File: src/rtl/key_debounce.sv
// Two-channel push-button synchroniser and debouncer emitting one-cycle press pulses and debounced levels.
// Optional auto-repeat while a key is held is compiled in with `define KEY_DEBOUNCE_AUTO_REPEAT_EN.
module key_debounce #(
  parameter int DEBOUNCE_CYCLES = 1000000,
  parameter int CNT_W           = 20,
  parameter int REPEAT_DELAY    = 25000000,
  parameter int REPEAT_RATE     = 5000000
) (
  input  logic clk,
  input  logic rst,
  input  logic Key_0,
  input  logic Key_2,
  output logic key0_pulse,
  output logic key2_pulse,
  output logic key0_level,
  output logic key2_level
);

  typedef enum logic [1:0] {IDLE, PRESS_CHK, PRESSED, REL_CHK} state_t;

  localparam logic [CNT_W-1:0] CNT_LAST = CNT_W'(DEBOUNCE_CYCLES - 1);

  if (DEBOUNCE_CYCLES < 2 || (2 ** CNT_W) <= DEBOUNCE_CYCLES ||
      REPEAT_DELAY < 1 || REPEAT_RATE < 1) begin : g_param_check
    $error("key_debounce: invalid parameter set");
  end

`ifdef KEY_DEBOUNCE_AUTO_REPEAT_EN
  localparam int RPT_MAX = (REPEAT_DELAY > REPEAT_RATE) ? REPEAT_DELAY : REPEAT_RATE;
  localparam int RPT_W   = $clog2(RPT_MAX) + 1;
  localparam logic [RPT_W-1:0] RPT_DELAY_LAST = RPT_W'(REPEAT_DELAY - 1);
  localparam logic [RPT_W-1:0] RPT_RATE_LAST  = RPT_W'(REPEAT_RATE - 1);
`endif

  logic [1:0] raw;
  logic [1:0] pulse;
  logic [1:0] level;

  assign raw        = {Key_2, Key_0};
  assign key0_pulse = pulse[0];
  assign key2_pulse = pulse[1];
  assign key0_level = level[0];
  assign key2_level = level[1];

  for (genvar g = 0; g < 2; g++) begin : g_ch
    state_t           state, state_nxt;
    logic [CNT_W-1:0] cnt, cnt_nxt;
    logic             s1, s2;
    logic             pressed;
    logic             pulse_r, pulse_nxt;
    logic             level_r, level_nxt;
`ifdef KEY_DEBOUNCE_AUTO_REPEAT_EN
    logic [RPT_W-1:0] rpt, rpt_nxt;
    logic             rpt_late, rpt_late_nxt;  // first repeat already issued: use RATE period
`endif

    assign pressed  = ~s2;
    assign pulse[g] = pulse_r;
    assign level[g] = level_r;

    always_comb begin
      state_nxt    = state;
      cnt_nxt      = cnt;
      pulse_nxt    = 1'b0;
      level_nxt    = level_r;
`ifdef KEY_DEBOUNCE_AUTO_REPEAT_EN
      rpt_nxt      = rpt;
      rpt_late_nxt = rpt_late;
`endif
      case (state)
        IDLE: begin
          cnt_nxt = '0;
`ifdef KEY_DEBOUNCE_AUTO_REPEAT_EN
          rpt_nxt      = '0;
          rpt_late_nxt = 1'b0;
`endif
          if (pressed) begin
            state_nxt = PRESS_CHK;
            cnt_nxt   = CNT_W'(1);
          end
        end
        PRESS_CHK: begin
          if (!pressed) begin
            state_nxt = IDLE;
            cnt_nxt   = '0;
          end else if (cnt == CNT_LAST) begin
            state_nxt = PRESSED;
            cnt_nxt   = '0;
            level_nxt = 1'b1;
            pulse_nxt = 1'b1;
`ifdef KEY_DEBOUNCE_AUTO_REPEAT_EN
            rpt_nxt      = '0;
            rpt_late_nxt = 1'b0;
`endif
          end else begin
            cnt_nxt = cnt + CNT_W'(1);
          end
        end
        PRESSED: begin
          if (!pressed) begin
            state_nxt = REL_CHK;
            cnt_nxt   = CNT_W'(1);
          end else begin
`ifdef KEY_DEBOUNCE_AUTO_REPEAT_EN
            if (rpt == (rpt_late ? RPT_RATE_LAST : RPT_DELAY_LAST)) begin
              pulse_nxt    = 1'b1;
              rpt_nxt      = '0;
              rpt_late_nxt = 1'b1;
            end else begin
              rpt_nxt = rpt + RPT_W'(1);
            end
`endif
          end
        end
        REL_CHK: begin
          // Repeat counter is deliberately left untouched here so a bounce resumes it.
          if (pressed) begin
            state_nxt = PRESSED;
            cnt_nxt   = '0;
          end else if (cnt == CNT_LAST) begin
            state_nxt = IDLE;
            cnt_nxt   = '0;
            level_nxt = 1'b0;
          end else begin
            cnt_nxt = cnt + CNT_W'(1);
          end
        end
        default: begin
          state_nxt = IDLE;
          cnt_nxt   = '0;
        end
      endcase
    end

    always_ff @(posedge clk or negedge rst) begin
      if (!rst) begin
        s1       <= 1'b1;
        s2       <= 1'b1;
        state    <= IDLE;
        cnt      <= '0;
        pulse_r  <= 1'b0;
        level_r  <= 1'b0;
`ifdef KEY_DEBOUNCE_AUTO_REPEAT_EN
        rpt      <= '0;
        rpt_late <= 1'b0;
`endif
      end else begin
        s1       <= raw[g];
        s2       <= s1;
        state    <= state_nxt;
        cnt      <= cnt_nxt;
        pulse_r  <= pulse_nxt;
        level_r  <= level_nxt;
`ifdef KEY_DEBOUNCE_AUTO_REPEAT_EN
        rpt      <= rpt_nxt;
        rpt_late <= rpt_late_nxt;
`endif
      end
    end
  end

endmodule

File: config.mk
export PLATFORM = sky130hd
export DESIGN_NAME = key_debounce
export DESIGN_NICKNAME = d
export VERILOG_FILES = /design/src/rtl/key_debounce.sv
export SDC_FILE = /design/constraint.sdc
export NUM_CORES = 1
export LEC_CHECK = 0
export BUFFER_PORTS_ARGS = -buffer_cell sky130_fd_sc_hd__buf_2
export CORE_ASPECT_RATIO = 0.5
export CORE_MARGIN = 2
export CORE_UTILIZATION = 54
export DETAILED_ROUTE_END_ITERATION = 7
export GPL_ROUTABILITY_DRIVEN = 1
export PLACE_DENSITY = 0.72
export RECOVER_POWER = 25
export SETUP_SLACK_MARGIN = 0.1
export SLEW_MARGIN = 20
export SYNTH_ARGS = -nofsm -noshare
export SYNTH_HDL_FRONTEND = slang
export SYNTH_SLANG_ARGS = --single-unit
File: constraint.sdc
create_clock -name clk -period 2.77 [get_ports clk]
set_input_delay 0.277 -clock clk [delete_from_list [all_inputs] [get_ports clk]]
set_output_delay 0.277 -clock clk [all_outputs]
set_load 0.005 [all_outputs]
* Word level (Yosys, flattened, before mapping)
Index checks and enable logic that the tools add are counted.
Storage, ports and cells: flip-flop bits (word level) 52, bits of input ports 4, output and inout bits 4, word-level logic and storage cells 88
Cells by class: $add $sub $neg 2, eq/ne operators 24, multiplexer cells 42, reductions and logical operators 8
Operators with widths (number):
- $mux W20 | 8
- $pmux W20 S4 | 2
- $add A20 B1 Y20 const B | 2
- $eq A20 B20 Y1 const B | 2
- $mux W2 | 12
- $ne A2 B2 Y1 const B | 12
- $mux W1 | 16
- $pmux W2 S4 | 2
- $ne A3 B3 Y1 const B | 4
- $reduce_and A5 Y1 | 2
- $eq A2 B2 Y1 const B | 4
- $reduce_and A4 Y1 | 2
- $eq A2 B1 Y1 const B | 2
- $logic_not A2 Y1 | 2
- $pmux W1 S2 | 2
- $reduce_bool A2 Y1 | 2

* Logic depth before layout (Yosys ltp)
word-level depth 4, mapped depth 7, mapped depth without buffers 6

* Worst setup path before layout
OpenSTA, ideal clock, no wires.
path type register -> register, from reg g_ch[0].cnt[7], to reg g_ch[0].cnt[11], library setup time 121 ps, arrival 1851 ps, required time 2649 ps, slack 798 ps, stages on the path, launching flop included 7, buffers on the path 1, period minus slack after synthesis 1972 ps, cell sequence dfrtp_1 -> or4b_4 -> nor4_4 -> a21o_2 -> buf_6 -> o21ai_2 -> a22o_1
Between the ends: word-level cells in the longest chain between the ends 4, elaborated cells between the ends (all ways) 6, classes of those cells add/sub (1); eq/ne (1); mux (4)
Ends and longest elaborated chain:
- from (decl) | RTL line 47 | logic [CNT_W-1:0] cnt, cnt_nxt;
- from (signal assigned) | RTL line 151 | cnt <= cnt_nxt;
- $add A20 B1 Y20 or $eq A20 B20 Y1 (tied branches)
- $mux W20 (*) | RTL line 86, 120
- $mux W20 (on tied branches) | RTL line 117, 83
- $pmux W20 S4 (*) | RTL line 70 | case (state)
Every way passes the cells marked *; elsewhere a longest branch is shown, timed or not. A chain may end at the register's enable or synchronous reset.

* Worst setup path after layout
from reg g_ch[1].cnt[6], to reg g_ch[1].cnt[18]
Between the ends: word-level cells in the longest chain between the ends 4, elaborated cells between the ends (all ways) 6, classes of those cells add/sub (1); eq/ne (1); mux (4)
Ends and longest elaborated chain (RTL line):
- from (decl) | 47
- from (signal assigned) | 151
- $add A20 B1 Y20 or $eq A20 B20 Y1 (tied branches)
- $mux W20 (*) | 86, 120
- $mux W20 (on tied branches) | 117, 83
- $pmux W20 S4 (*) | 70
Marked as above.

==> out/metrics.csv <==
metric;value;unit
Leak;1.19;nW
ys flop type;dfrtp_1;
clk_lat worst skew;310;ps
num rows;18;
final RePlAce weighted congestion;0.813;
flops & latches, synth;52;
P_sw;0.311;mW
mapped cell area;0.00272;sq mm
dpl hpwl;3840;microns
Congestion Overflow GR;0;
Critical Path Max Stage Delay;480;ps
Most common cell on crit path;nor2_1;
met3 wire length;240;microns
synth unique cells;49;
via count;2226;
vias in the first global route;2012;
internal power;0.999;mW
post-synth top area share;44.1;%
peak supply drop;0.300;mV
Net Sw Frac;23.7;%
# diodes;0;
total routed wirelength;5550;microns
CTS Root Cell;clkbuf_8;
pin count of the biggest net entering global routing;42;
Finished Core Util;59.1;%
critical-path cell list;or4b_1, nor4_1, a21oi_2, nor2_1, nor2_1;
delay-heaviest family, CP;simple AND/OR/NAND/NOR gates;
CTS H-Tree Depth;2;
TNS Setup;0;ps
ys async rst share;100;%
Reg power frac;60.6;%
Buf/Inv on CP;0;
top post-synthesis cells by area;dfrtp_1, nand2_1, nand3_1;
commonest cells after routing, fill and taps aside;dfrtp_1, nand2_1, nor2_1;
multi-input logic area;0.00131;sq mm
Worst setup EP type;flip-flop;
wl on met1;2630;microns
die height;54.2;microns
DR top layer;met4;
initial antenna violation count;0;
Seq/Total Area, Yosys;48.0;%
skew final;4.32;ps
Slew @ Worst Pin;1030;ps
crit-path max FO;27;
final hold violations;0;
fraction of layout cells with a size suffix above 1;11.0;%
PortBufs;7;
Synth Net Count;296;
Combinational Power Share;5.2;%
clk buf depth;2;
PostCTS Resize Cnt;0;
detailed-route wire length per cell;15.0;microns
RSZ-0062 raised after global routing;no;
Area Overhead vs Synth;6.21;%
Worst Path Arrival;2480;ps
# fillers;440;
Final Setup Violations;0;
Die X;104;microns
DRT iter0 DRCs;121;
initial core utilization;55.7;%
most common cell after layout, fill and taps aside;dfrtp_1;
leading area contributor after synthesis;dfrtp_1;
met2 WL post-DR;2590;microns
Final Cycle Share;82.9;%
CTS tree;built;
status;complete, no violations;
GRT Util Overall;21.4;%
Slowest-stage cell, CP;dfrtp_1;
Ports;8;
Reg clk slew, reported paths;90;ps
Peak Freq;0.435;GHz
CP Launch Type;flip-flop;
clock power share;34.2;%
max-cap viol count;0;
synth warn;0;
Post-route DRC;0;
PD cells;453;mW/mm^2
Core Area;0.00489;sq mm
first-pass GRT wire length;9430;microns
critical setup path kind;flip-flop to flip-flop;
CTS Sinks;52;
post-layout minimum cycle time;2300;ps
ANT nets after route;0;
via density per instance;6.03;
DIE AREA;0.00566;sq mm
fin nets;304;
Post-synth EDFFs;0;
worst hold path class;input port to flip-flop;
Pins Over Slew Limit;0;
Slew HR;31.4;%
number of CTS-inserted buffers;5;
register area;0.00131;sq mm
syn_area_per_cell;9.38;sq um
Syn Inst Count;290;
Critical Path RT;2960;ps
1st-pass router iterations;4;
[final timing paths]
| kind | start | to | slack, ps | cells past startpoint |
|---|---|---|---|---|
| hold / removal | Key_2 | g_ch[1].s1 | 60 | 1 |
| setup / recovery | g_ch[1].cnt[6] | g_ch[1].cnt[18] | 470 | 5 |
| hold reg to reg | g_ch[1].s1 | g_ch[1].s2 | 360 | 0 |
| setup reg to reg | g_ch[1].cnt[6] | g_ch[1].cnt[18] | 470 | 5 |
| min in group asynchronous | rst | g_ch[0].cnt[12] | 510 | 2 |
| max in group asynchronous | rst | g_ch[1].cnt[12] | 820 | 3 |
[cells in the mapped netlist (all sizes together) (7+ instances only)]
cell / number
a21oi: 21
dfrtp: 48
nor3: 7
nor4: 9
nand3: 22
a31oi: 12
a22o: 7
nand2: 32
xnor2: 7
o21ai: 17
nor2: 26
inv: 11
[flip-flops by register name, indices dropped and copies added, names as in the netlist, named ones only]
signal	cells
g_ch.state	2
key0_level	1
g_ch.s2	2
g_ch.s1	2
key0_pulse	1
key2_pulse	1
key2_level	1
g_ch.cnt	40
[power groups by stage]
stage                     clock network [mW]  logic, mW  registers (mW)
after CTS                              0.468     0.0695           0.793
after global routing                   0.489     0.0799           0.797
after floorplan                            0     0.0449           0.804
final                                  0.448     0.0676           0.793
after global placement                     0     0.0664           0.807
after detailed placement                   0     0.0685           0.808
[metal layers]
layer | global-route usage, % | up-vias
met1 | 27.6 | 1075
li1 | - | 1084
met4 | 7.21 | 0
met2 | 37.0 | 56
met3 | 4.84 | 11
met5 | 0 | -
[logic make-up after synthesis]
logic type	after synthesis	share of synthesized area (%)
AOI/OAI and AO/OA	78	19.1
muxes	2	0.736
adders and majority gates	2	0.919
buffers and inverters	20	3.86
and+or+nand+nor	129	25.1
xor gates and xnor gates	7	2.25
DFF	52	48.0
[area by class of cell]
cell class | instances | share of cell area [%]
multi-input combinational | 218 | 45.3
sequential | 52 | 45.2
tap | 70 | 3.03
clock buffer | 6 | 2.86
timing repair buffer | 10 | 1.82
inverter | 11 | 1.43
clock inverter | 2 | 0.346
[what timing repair did]
action / CTS / global route
setup buffers: 0 / 0
hold endpoints to repair: 11 / 0
hold buffers: 1 / 0
[per-stage QoR]
stage               hold WS, ps  setup slack (ps)  total power, mW  instance area, sq um  instances
floorplan                 -18.6               798            0.849                  2720        290
global placement            177               576            0.873                  2800        360
detailed placement          181               515            0.876                  2800        360
CTS                        46.5               500             1.33                  2900        369
global route               39.5               271             1.37                  2890        369
finish                     58.7               474             1.31                  2890        369
Power figures use the tool's default switching activity.
